--- src/rtl/bq_pkg.sv ---
// Shared types and helpers for the biquad coefficient loader.
package bq_pkg;

  typedef enum logic [2:0] {
    StIdle,
    StWrReq,
    StWrGap,
    StRdReq,
    StRdGap,
    StDone,
    StErr
  } bq_state_e;

  localparam logic [1:0] ERR_NONE     = 2'b00;
  localparam logic [1:0] ERR_TIMEOUT  = 2'b01;
  localparam logic [1:0] ERR_MISMATCH = 2'b10;

  localparam int unsigned WB_WORD_BYTES = 4;

  // Sign-extend the low 'width' bits of value to 32 bits (1 <= width <= 32).
  function automatic logic [31:0] sign_extend(input logic [31:0] value, input int unsigned width);
    logic signed [31:0] shifted;
    shifted = $signed(value << (32 - width));
    return $unsigned(shifted >>> (32 - width));
  endfunction

endpackage

--- src/rtl/bq_ack_timer.sv ---
// Per-transfer acknowledge timer: counts stalled strobe cycles and flags expiry on the
// stalled cycle that brings the count up to TIMEOUT.
module bq_ack_timer #(
  parameter int unsigned TIMEOUT = 255
) (
  input  logic clk,
  input  logic rst,
  input  logic clear,
  input  logic enable,
  output logic expired
);

  localparam int unsigned CNT_W = $clog2(TIMEOUT + 1);

  logic [CNT_W-1:0] count_q;

  // Stall counter: cleared outside a request, advances on each cycle without ack.
  always_ff @(posedge clk or posedge rst) begin
    if (rst) begin
      count_q <= '0;
    end else if (clear) begin
      count_q <= '0;
    end else if (enable) begin
      count_q <= count_q + CNT_W'(1);
    end
  end

  // An ack in the same cycle deasserts enable, so the ack wins over expiry.
  assign expired = enable && (count_q == CNT_W'(TIMEOUT - 1));

endmodule

--- src/rtl/bq_coef_loader.sv ---
// Wishbone classic initiator: writes N_COEF sign-extended coefficients to the filter's
// register file, reads each back and compares, then reports done or a sticky error.
module bq_coef_loader
  import bq_pkg::*;
#(
  parameter logic [31:0] ADDR_BASE = 32'h3000_0000,
  parameter int unsigned N_COEF    = 5,
  parameter int unsigned COEF_W    = 12,
  parameter int unsigned TIMEOUT   = 255,
  localparam int unsigned IDX_W    = (N_COEF > 1) ? $clog2(N_COEF) : 1
) (
  input  logic                     wb_clk_i,
  input  logic                     wb_rst_i,
  input  logic                     start_i,
  input  logic [N_COEF*COEF_W-1:0] coef_i,
  output logic                     wb_cyc_o,
  output logic                     wb_stb_o,
  output logic                     wb_we_o,
  output logic [3:0]               wb_sel_o,
  output logic [31:0]              wb_adr_o,
  output logic [31:0]              wb_dat_o,
  input  logic [31:0]              wb_dat_i,
  input  logic                     wb_ack_i,
  output logic                     busy_o,
  output logic                     done_o,
  output logic                     err_o,
  output logic [1:0]               err_code_o,
  output logic [IDX_W-1:0]         err_idx_o
);

  bq_state_e                 state_q, state_d;
  logic [IDX_W-1:0]          idx_q, idx_d;
  logic [N_COEF*COEF_W-1:0]  coef_q;
  logic                      err_q, err_d;
  logic [1:0]                err_code_q, err_code_d;
  logic [IDX_W-1:0]          err_idx_q, err_idx_d;

  logic        stb;
  logic        last_idx;
  logic        expired;
  logic        accept;
  logic [31:0] coef_word;

  assign stb       = (state_q == StWrReq) || (state_q == StRdReq);
  assign last_idx  = (idx_q == IDX_W'(N_COEF - 1));
  assign accept    = (state_q == StIdle) && start_i;
  assign coef_word = sign_extend(32'(coef_q[32'(idx_q) * COEF_W +: COEF_W]), COEF_W);

  bq_ack_timer #(
    .TIMEOUT (TIMEOUT)
  ) u_ack_timer (
    .clk     (wb_clk_i),
    .rst     (wb_rst_i),
    .clear   (!stb),
    .enable  (stb && !wb_ack_i),
    .expired (expired)
  );

  // Next-state and bookkeeping for the load / verify sequence.
  always_comb begin
    state_d    = state_q;
    idx_d      = idx_q;
    err_d      = err_q;
    err_code_d = err_code_q;
    err_idx_d  = err_idx_q;
    unique case (state_q)
      StIdle: begin
        if (start_i) begin
          state_d    = StWrReq;
          idx_d      = '0;
          err_d      = 1'b0;
          err_code_d = ERR_NONE;
        end
      end
      StWrReq: begin
        if (wb_ack_i) begin
          state_d = StWrGap;
        end else if (expired) begin
          state_d    = StErr;
          err_d      = 1'b1;
          err_code_d = ERR_TIMEOUT;
          err_idx_d  = idx_q;
        end
      end
      StWrGap: begin
        if (last_idx) begin
          idx_d   = '0;
          state_d = StRdReq;
        end else begin
          idx_d   = idx_q + IDX_W'(1);
          state_d = StWrReq;
        end
      end
      StRdReq: begin
        if (wb_ack_i) begin
          if (wb_dat_i != coef_word) begin
            state_d    = StErr;
            err_d      = 1'b1;
            err_code_d = ERR_MISMATCH;
            err_idx_d  = idx_q;
          end else begin
            state_d = StRdGap;
          end
        end else if (expired) begin
          state_d    = StErr;
          err_d      = 1'b1;
          err_code_d = ERR_TIMEOUT;
          err_idx_d  = idx_q;
        end
      end
      StRdGap: begin
        if (last_idx) begin
          state_d = StDone;
        end else begin
          idx_d   = idx_q + IDX_W'(1);
          state_d = StRdReq;
        end
      end
      StDone:  state_d = StIdle;
      StErr:   state_d = StIdle;
      default: state_d = StIdle;
    endcase
  end

  // State and status registers.
  always_ff @(posedge wb_clk_i or posedge wb_rst_i) begin
    if (wb_rst_i) begin
      state_q    <= StIdle;
      idx_q      <= '0;
      err_q      <= 1'b0;
      err_code_q <= ERR_NONE;
      err_idx_q  <= '0;
    end else begin
      state_q    <= state_d;
      idx_q      <= idx_d;
      err_q      <= err_d;
      err_code_q <= err_code_d;
      err_idx_q  <= err_idx_d;
    end
  end

  // Coefficient snapshot taken only when a start is accepted.
  always_ff @(posedge wb_clk_i or posedge wb_rst_i) begin
    if (wb_rst_i) begin
      coef_q <= '0;
    end else if (accept) begin
      coef_q <= coef_i;
    end
  end

  // Bus outputs decode straight from state so reset removes cyc/stb without a clock.
  always_comb begin
    wb_cyc_o = stb;
    wb_stb_o = stb;
    wb_we_o  = (state_q == StWrReq);
    wb_sel_o = stb ? 4'hF : 4'h0;
    wb_adr_o = stb ? (ADDR_BASE + 32'(idx_q) * WB_WORD_BYTES) : 32'h0;
    wb_dat_o = (state_q == StWrReq) ? coef_word : 32'h0;
  end

  assign busy_o     = (state_q == StWrReq) || (state_q == StWrGap) ||
                      (state_q == StRdReq) || (state_q == StRdGap);
  assign done_o     = (state_q == StDone);
  assign err_o      = err_q;
  assign err_code_o = err_code_q;
  assign err_idx_o  = err_idx_q;

endmodule

--- config.mk ---
export PLATFORM = sky130hd
export DESIGN_NAME = bq_coef_loader
export DESIGN_NICKNAME = d
export VERILOG_FILES = /design/src/rtl/bq_pkg.sv /design/src/rtl/bq_ack_timer.sv /design/src/rtl/bq_coef_loader.sv
export SDC_FILE = /design/constraint.sdc
export NUM_CORES = 1
export LEC_CHECK = 0
export BUFFER_PORTS_ARGS = -buffer_cell sky130_fd_sc_hd__buf_2
export CORE_ASPECT_RATIO = 0.6
export CORE_MARGIN = 5
export CORE_UTILIZATION = 55
export CTS_BUF_LIST = sky130_fd_sc_hd__clkbuf_8
export DETAILED_ROUTE_END_ITERATION = 6
export PLACE_DENSITY = 0.88
export SETUP_SLACK_MARGIN = 0.02
export SLEW_MARGIN = 20
export SYNTH_ARGS = -nofsm -noshare
export SYNTH_HDL_FRONTEND = slang
export SYNTH_SLANG_ARGS = --single-unit
export TNS_END_PERCENT = 50
--- constraint.sdc ---
create_clock -name wb_clk_i -period 7.75 [get_ports wb_clk_i]
set_input_delay 1.1625 -clock wb_clk_i [delete_from_list [all_inputs] [get_ports wb_clk_i]]
set_output_delay 1.1625 -clock wb_clk_i [all_outputs]
set_load 0.05 [all_outputs]
=== Word level (Yosys, flattened, before mapping) ===
Cells that the tools add are included.

* Flip-flop bits (word level): 80
* Input bits: 96
* Output and inout bits: 79
* Word-level logic and storage cells: 74

* $add $sub $neg: 3
* Multipliers: 1
* Equal/unequal tests: 13
* Shifts and indexed selects: 1
* Muxes and demuxes: 34
* Reductions and logical operators: 15

{| class="wikitable"
|+ Operator list
! operator !! count
|-
| 60-bit by 8-bit variable part select with 12-bit output || 1
|-
| 3-bit 2-to-1 mux || 12
|-
| 32-bit 2-to-1 mux || 1
|-
| 32-bit inequality test || 1
|-
| 30-bit by 5-bit adder with 31-bit output, first input constant || 1
|-
| 31-bit 2-to-1 mux || 1
|-
| 8-bit 2-to-1 mux || 2
|-
| 3-bit one-hot mux with 5 select lines || 1
|-
| 2-bit 2-to-1 mux || 7
|-
| 3-bit equality test, second input constant || 3
|-
| 3-bit one-hot mux with 3 select lines || 1
|-
| 8-bit by 1-bit adder with 8-bit output, second input constant || 1
|-
| 8-bit equality test, second input constant || 1
|-
| 3-bit by 2-bit equality test with 1-bit output, second input constant || 2
|-
| 2-bit inequality test, second input constant || 3
|-
| 2-bit one-hot mux with 3 select lines || 1
|-
| 3-bit one-hot mux with 2 select lines || 1
|-
| 3-bit AND reduction || 2
|-
| 3-bit nonzero test || 2
|-
| 3-bit by 2-bit multiplier with 5-bit output, second input constant || 1
|-
| 1-bit 2-to-1 mux || 5
|-
| 1-bit logical OR || 4
|-
| 4-bit 2-to-1 mux || 1
|-
| 4-bit AND reduction || 1
|-
| 9 further kinds || 11
|}

=== Depth between registers and ports, before layout ===
Gate-level depths: netlist of the first run.

* Depth after elaboration: 7
* Depth in mapped cells: 11
* Mapped depth without buffers: 8

=== Modules after synthesis ===
A second synthesis of the first run with hierarchy kept.

* Cell total of the unflattened synthesis: 453
* Area, all modules: 4834.6 um^2

{| class="wikitable"
|+ Modules (own cells, without submodules)
! module !! instances !! cells an instance !! area each (um^2) !! seq. area each (um^2)
|-
| bq_coef_loader || 1 || 411 || 4415.5 || 1801.7
|-
| bq_ack_timer || 1 || 42 || 419.2 || 200.2
|}

=== Worst setup path after synthesis of the first run ===
Ideal clock, no wire load.

* Path kind: reg2out
* Start: reg state_q[2]
* End: out wb_dat_o[12]
* Arrival time: 2966 ps
* Data required time: 6588 ps
* Slack: 3622 ps
* Stages on the path, launching flop included: 8
* Path buffers: 2
* Path through: dfrtp_1 clkbuf_1 nand2b_1 inv_1 nand2b_1 inv_1 and2_1 buf_4

* Word-level cells in the longest chain between the ends: 2

{| class="wikitable"
|+ Ends and longest elaborated chain
! item !! line !! text
|-
| start, declared || bq_coef_loader.sv:31 || <nowiki>bq_state_e state_q, state_d;</nowiki>
|-
| start signal, assigned || bq_coef_loader.sv:128 || <nowiki>state_q <= StIdle;</nowiki>
|-
| start signal, assigned || bq_coef_loader.sv:134 || <nowiki>state_q <= state_d;</nowiki>
|-
| 3-bit by 1-bit equality test with 1-bit output || n/a ||
|-
| via wb_we_o || bq_coef_loader.sv:18 || <nowiki>output logic wb_we_o,</nowiki>
|-
| 32-bit 2-to-1 mux || bq_coef_loader.sv:158 || <nowiki>wb_dat_o = (state_q == StWrReq) ? coef_word : 32'h0;</nowiki>
|-
| end, declared || bq_coef_loader.sv:21 || <nowiki>output logic [31:0] wb_dat_o,</nowiki>
|}

The timed path passes the listed nets, and every way through them passes these cells.

=== Worst setup path in the final report of the first run ===
* Start: reg idx_q[0]
* End: out wb_dat_o[15]

* Word-level cells in the longest chain between the ends: 3

{| class="wikitable"
|+ Ends and longest elaborated chain
! item !! line !! text
|-
| start, declared || bq_coef_loader.sv:32 || <nowiki>logic [IDX_W-1:0] idx_q, idx_d;</nowiki>
|-
| start signal, assigned || bq_coef_loader.sv:135 || <nowiki>idx_q <= idx_d;</nowiki>
|-
| 3-bit by 2-bit multiplier with 5-bit output || bq_coef_loader.sv:47 || <nowiki>assign coef_word = sign_extend(32'(coef_q[32'(idx_q) * COEF_W +: COEF_W]), COEF_W);</nowiki>
|-
| 60-bit by 8-bit variable part select with 12-bit output || bq_coef_loader.sv:47 ||
|-
| 32-bit 2-to-1 mux || bq_coef_loader.sv:158 ||
|}

No other way between the ends.

==> results.ini, run 1 <==
[global_route]
grt_overflow=0
grt_pass1_wl_um=18800
grt_pass1_vias=3926
antenna_found_initial=0
grt_max_degree=81
grt_use_total_pct=23.3

[clocking]
cts_sinks=80
clk_pin_slew_worst_paths_ns=0.08
cts_tree=yes
cts_buffers=9
clockRootBuffer=clkbuf_8
postCtsResizedCells=0
clk_path_buf_depth=2
post_cts_buffers=0
clk-insertion-delay-late_ns=0.37
hold_buffers=0
cts_max_level=3

[setup_path]
critPathKind=flop to output port
crit_fanout=28
worst_setup_path_start_kind=flop
crit_path_end_kind=output port
cp_data_required_time_ns=6.59
cp_data_arrival_time_ns=3.11

[hold_path]
hp-class=flop to flop

[drt]
postRouteAntennaNets=0
routed_wl_um=12200
via_per_inst=5.35
dr.pass1.iters=7
num_vias=4111
wire_per_inst_um=15.9
drc=0
drt-initial-drc-count=428

[sta]
worst_pin_slew_ns=1.11
rsz0062_at_grt=false
drv_slew=0
finalHoldViolations=0
final-setup-viol-count=0
tns_ns=0
finalCritPeriodShare_pct=55.1
slew_headroom_pct=25.9
fmax_mhz=234
fin_crit_ns=4.27
finClkSkew_ns=0.0101

[floorplan]
die_w_um=129
die_y_um=81.2
die-area_um2=10500
std_cell_rows=26
io_pins=175
core_area_um2=8360
floorplan.initialDensity_pct=55.6

[synthesis]
synth.most_common_cell=nand2_1
synth_cell_type_count=58
synth_area_leaders=dfrtp_1, nand2_1, buf_4
syn_area_per_cell_um2=8.47
synth_seq_area_share_pct=43.1
synth_area_um2=4650
synthCells=549
ys_seq_elements=80
synth-main-ff-cell=dfrtp_1
synth_warnings=0
synth_async_sr_flop_share_pct=100
yosysTopAreaCell=dfrtp_1
synth_common_cells=nand2_1, dfrtp_1, buf_4
netlist.area_leader.share_pct=43.1
synth_edf_count=0

[placement]
dp_hpwl_um=9240
routabilityCongestion=0.882
port_buffers=147
post_dp_cell_area_um2=5080

[pwr]
ir_worst_vdd_mv=0.225
p_leak_nw=2.85
power_density_nw_per_um2=474

[finish]
fin_nets=752
diodes=0
drive_above_1_share_pct=26.8
fill_cells=695
syn_to_final_growth_pct=14.6
final_util_pct=63.7
design_area_um2=5330

[run]
drv_cap=0

[outcome]
status=completed

## area by class of cell
class	instances	area (µm²)	share of cell area (%)
Timing Repair Buffer	148	747	14.0
Inverter	8	30.0	0.564
Sequential cell	80	2000	37.6
Multi-Input combinational cell	405	2170	40.8
Clock inverter	7	111	2.09
Clock buffer	9	124	2.33
Tap cell	112	140	2.63
## sequential cells by signal, indices dropped and copies added (netlist names)
name and cells:
coef_q 60, err_code_o 2, err_idx_o 3, err_o 1, idx_q 3, state_q 3, u_ack_timer.count_q 8
## final timing paths
check / from / endpoint / slack, ns / cells past startpoint
max in group asynchronous: wb_rst_i / coef_q[42] / 6.29 / 3
min in group asynchronous: wb_rst_i / coef_q[8] / 0.96 / 3
max: idx_q[0] / wb_dat_o[15] / 3.48 / 5
max reg2reg: idx_q[0] / err_idx_o[0] / 4.19 / 8
min reg2reg: coef_q[34] / coef_q[34] / 0.48 / 2
min: coef_q[34] / coef_q[34] / 0.48 / 2
## worst max-delay path: stages, from the launching register on
cell      delay [ns]
dfrtp_1         1.08
nand2b_1        0.32
o22a_1          0.29
o21ai_0         0.19
and2_1          0.49
buf_2           0.35
## metrics by stage
stage,instances,setup slack [ns],power [mW],hold slack (ns)
finish,769,3.48,2.53,0.480
global route,769,3.24,2.67,0.497
CTS,769,3.48,2.52,0.484
detailed placement,753,3.91,2.15,0.462
global placement,753,4.01,2.11,0.461
floorplan,575,3.62,1.94,0.445
## layout by cell type (no fill, tap or decap), types with 2 or more instances in the layout
cell type / Yosys / routed
nand2_1: 187 / 186
nor2b_1: 3 / 3
nand3_1: 8 / 8
nor3_1: 5 / 5
ha_1: 4 / 4
or2_1: 4 / 4
mux2i_1: 26 / 26
o22ai_1: 8 / 8
nand2b_1: 8 / 8
inv_2: 1 / 2
clkinv_2: 0 / 2
and3_1: 3 / 3
nor4_1: 4 / 4
mux2_4: 3 / 3
xnor2_1: 6 / 6
xor2_1: 7 / 7
dfrtp_1: 80 / 80
bufinv_16: 0 / 3
nor2_1: 26 / 26
nand4bb_1: 2 / 2
o221ai_1: 3 / 3
clkbuf_8: 0 / 9
o21ai_0: 10 / 10
nand4_1: 5 / 5
buf_2: 4 / 147
inv_1: 7 / 7
or3_1: 3 / 3
and2_1: 5 / 4
conb_1: 1 / 27
o211ai_1: 2 / 2
a21oi_1: 19 / 19
or4_1: 2 / 2
## cell families (layout without fill, tap and decap cells)
family | Yosys count | count (layout) | synth area share [%]
buffers and inverters | 90 | 172 | 12.5
DFF | 80 | 80 | 43.1
xor gates and xnor gates | 13 | 13 | 2.45
muxes | 29 | 29 | 6.57
and+or+nand+nor | 273 | 273 | 26.0
adders and majority gates | 4 | 4 | 1.08
other | 1 | 27 | 0.0807
AOI/OAI and AO/OA | 59 | 59 | 8.29
## where the power goes
| group | switching, mW | internal (mW) | leakage [nW] |
|---|---|---|---|
| registers | 0.177 | 0.591 | 1.02 |
| clock network | 0.154 | 0.212 | 0.120 |
| logic | 1.00 | 0.391 | 1.72 |
| total | 1.33 | 1.19 | 2.85 |
## routing by layer
layer	share of wire, %	wire, µm	vias up	GRT usage (%)
met4	2.7	328	0	9.75
met3	9.8	1190	34	7.49
met2	46	5580	190	36.2
met1	42	5110	1953	30.4
met5	0	0	-	0
li1	-	-	1934	-
Power figures use the tool's default switching activity.
==> run 2, diff against run 1 <==
CORE_UTILIZATION = 51   (was 55)
PLACE_DENSITY = 0.83   (was 0.88)
clock period = 4.14 ns   (was 7.75 ns; I/O delays follow)
==> results.ini, run 2 (synthesized netlist as in run 1, its figures left out) <==
[outcome]
status=completed  ; unchanged

[finish]
final_util_pct=58.8  ; was 63.7%
layout_common_cells=nand2_1, buf_2, dfrtp_1, conb_1  ; unchanged
diodes=0  ; unchanged
fill_cells=788  ; was 695
fin_cells=774  ; was 769
layout_commonest_cell=nand2_1  ; unchanged
largest_reg_flops=60  ; unchanged
drive_above_1_share_pct=27.1  ; was 26.8%
fin_nets=753  ; was 752
regMostFlops=coef_q  ; unchanged
syn_to_final_growth_pct=14.2  ; was 14.6%
reg.largest.list=coef_q x60, u_ack_timer.count_q x8  ; unchanged

[setup_path]
slowest_delay_ns=0.48  ; was 1.08 ns
critPathKind=flop to output port  ; unchanged
worst_setup_path_start_kind=flop  ; unchanged
r2r_start=idx_q[1]  ; was idx_q[0]
crit_path_end_kind=output port  ; unchanged
cp_data_arrival_time_ns=3.03  ; was 3.11 ns
crit_fanout=21  ; was 28
crit_path_top_delay_cell=dfrtp_1  ; unchanged
r2r_slack_ns=0.69  ; was 4.19 ns
cp_cell_sequence=nand2b_1, inv_1, nand2b_1, inv_1, and2_1, buf_2  ; was nand2b_1, o22a_1, o21ai_0, and2_1, buf_2
r2r_cells=8  ; unchanged
r2r-end=err_idx_o[1]  ; was err_idx_o[0]
cp_data_required_time_ns=3.52  ; was 6.59 ns

[drt]
postRouteAntennaNets=0  ; unchanged
drc=0  ; unchanged
dr.pass1.iters=5  ; was 7
wire_per_inst_um=16.0  ; was 15.9 µm
routed_wl_um=12400  ; was 12200 µm
via_per_inst=5.33  ; was 5.35
num_vias=4122  ; was 4111
drt-initial-drc-count=319  ; was 428

[pwr]
power_density_nw_per_um2=874  ; was 474 nW/µm²
ir_worst_vdd_mv=0.447  ; was 0.225 mV
p_leak_nw=2.84  ; was 2.85 nW

[floorplan]
floorplan.initialDensity_pct=51.5  ; was 55.6%
std_cell_rows=27  ; was 26
die_y_um=84.0  ; was 81.2 µm
die_w_um=133  ; was 129 µm
die-area_um2=11200  ; was 10500 µm²
core_area_um2=9020  ; was 8360 µm²
io_pins=175  ; unchanged

[global_route]
grt_use_met3_pct=6.02  ; was 7.49%
grt_use_met2_pct=32.2  ; was 36.2%
grt_most_used_layer=met2  ; unchanged
grt_pass1_vias=3876  ; was 3926
grt_use_met1_pct=30.1  ; was 30.4%
grt_use_total_pct=21.2  ; was 23.3%
grt_pass1_wl_um=19200  ; was 18800 µm
grt_max_degree=63  ; was 81
antenna_found_initial=0  ; unchanged
grt_overflow=0  ; unchanged

[sta]
tns_ns=0  ; unchanged
finClkSkew_ns=0.0146  ; was 0.0101 ns
slew_headroom_pct=32.1  ; was 25.9%
fin_crit_ns=3.65
fmax_mhz=274
drv_slew=0  ; unchanged
worst_pin_slew_ns=1.02  ; was 1.11 ns
final-setup-viol-count=0  ; unchanged
finalCritPeriodShare_pct=88.2
rsz0062_at_grt=false  ; unchanged
finalHoldViolations=0  ; unchanged

[placement]
dp_hpwl_um=9520  ; was 9240 µm
dp_cells=758  ; was 753
routabilityCongestion=0.927  ; was 0.882
port_buffers=147  ; unchanged

[clocking]
cts_buffers=9  ; unchanged
cts_max_level=3  ; unchanged
cts_tree=yes  ; unchanged
post_cts_buffers=0  ; unchanged
clk_pin_slew_worst_paths_ns=0.09  ; was 0.08 ns
clk-insertion-delay-late_ns=0.36  ; was 0.37 ns
postCtsResizedCells=0  ; unchanged
hold_buffers=0  ; unchanged
clockRootBuffer=clkbuf_8  ; unchanged
clk_path_buf_depth=2  ; unchanged
cts_sinks=80  ; unchanged

[run]
drv_cap=0  ; unchanged

[hold_path]
hp-class=input pin to asynchronous set/reset pin  ; was flop to flop

run 2: cell types whose count changed in the layout (fill, tap and decap cells not counted):
cell,delta
buf_4,+2
bufinv_16,-2
clkbuf_8,+2
buf_6,-1
clkinvlp_4,+1
inv_1,-1
run 2: layout make-up:
class / instances / area, µm² / area share [%]
inverters: 8 / 30.0 / 0.566
clock inverters: 5 / 55.1 / 1.04
clock buffers: 11 / 151 / 2.85
repair buffers: 149 / 751 / 14.1
multi-input cells: 405 / 2170 / 40.9
flip-flops and latches: 80 / 2000 / 37.7
well taps: 116 / 145 / 2.73
run 2: routing by layer:
| layer | wire, µm | part of all wire [%] |
|---|---|---|
| met1 | 5640 | 45 |
| met2 | 5460 | 44 |
| met3 | 1140 | 9.2 |
| met4 | 164 | 1.3 |
| met5 | 0 | 0 |
run 2: how the worst max path moves through the flow:
stage	cells past startpoint	slack (ns)	from	end
floorplan	7	0.55	state_q[2]	wb_dat_o[12]
global placement	9	0.95	idx_q[0]	err_idx_o[1]
detailed placement	8	0.76	idx_q[1]	err_idx_o[2]
CTS	6	0.53	state_q[2]	wb_dat_o[29]
global route	6	0.18	state_q[2]	wb_dat_o[19]
finish	6	0.49	state_q[2]	wb_dat_o[19]
run 2: through the flow:
step	instance area, µm²	hold slack [ns]	power (mW)	setup slack [ns]
finish	5310	0.432	4.64	0.488
global route	5310	0.442	4.91	0.177
CTS	5300	0.442	4.63	0.525
detailed placement	5100	0.466	4.03	0.755
global placement	5100	0.463	3.96	0.947
floorplan	4750	0.445	3.64	0.553
run 2: critical path, delay by kind of cell, from the launching register on:
| family | cells | cell delay, ns |
|---|---|---|
| and+or+nand+nor | 3 | 1.24 |
| buffers and inverters | 3 | 0.92 |
| DFF | 1 | 0.48 |
run 2: report_power, final:
group / switching, mW / internal [mW] / leakage, nW / total [mW]
combinational: 1.88 / 0.734 / 1.72 / 2.61
sequential: 0.331 / 1.11 / 1.02 / 1.44
clock: 0.278 / 0.309 / 0.101 / 0.587
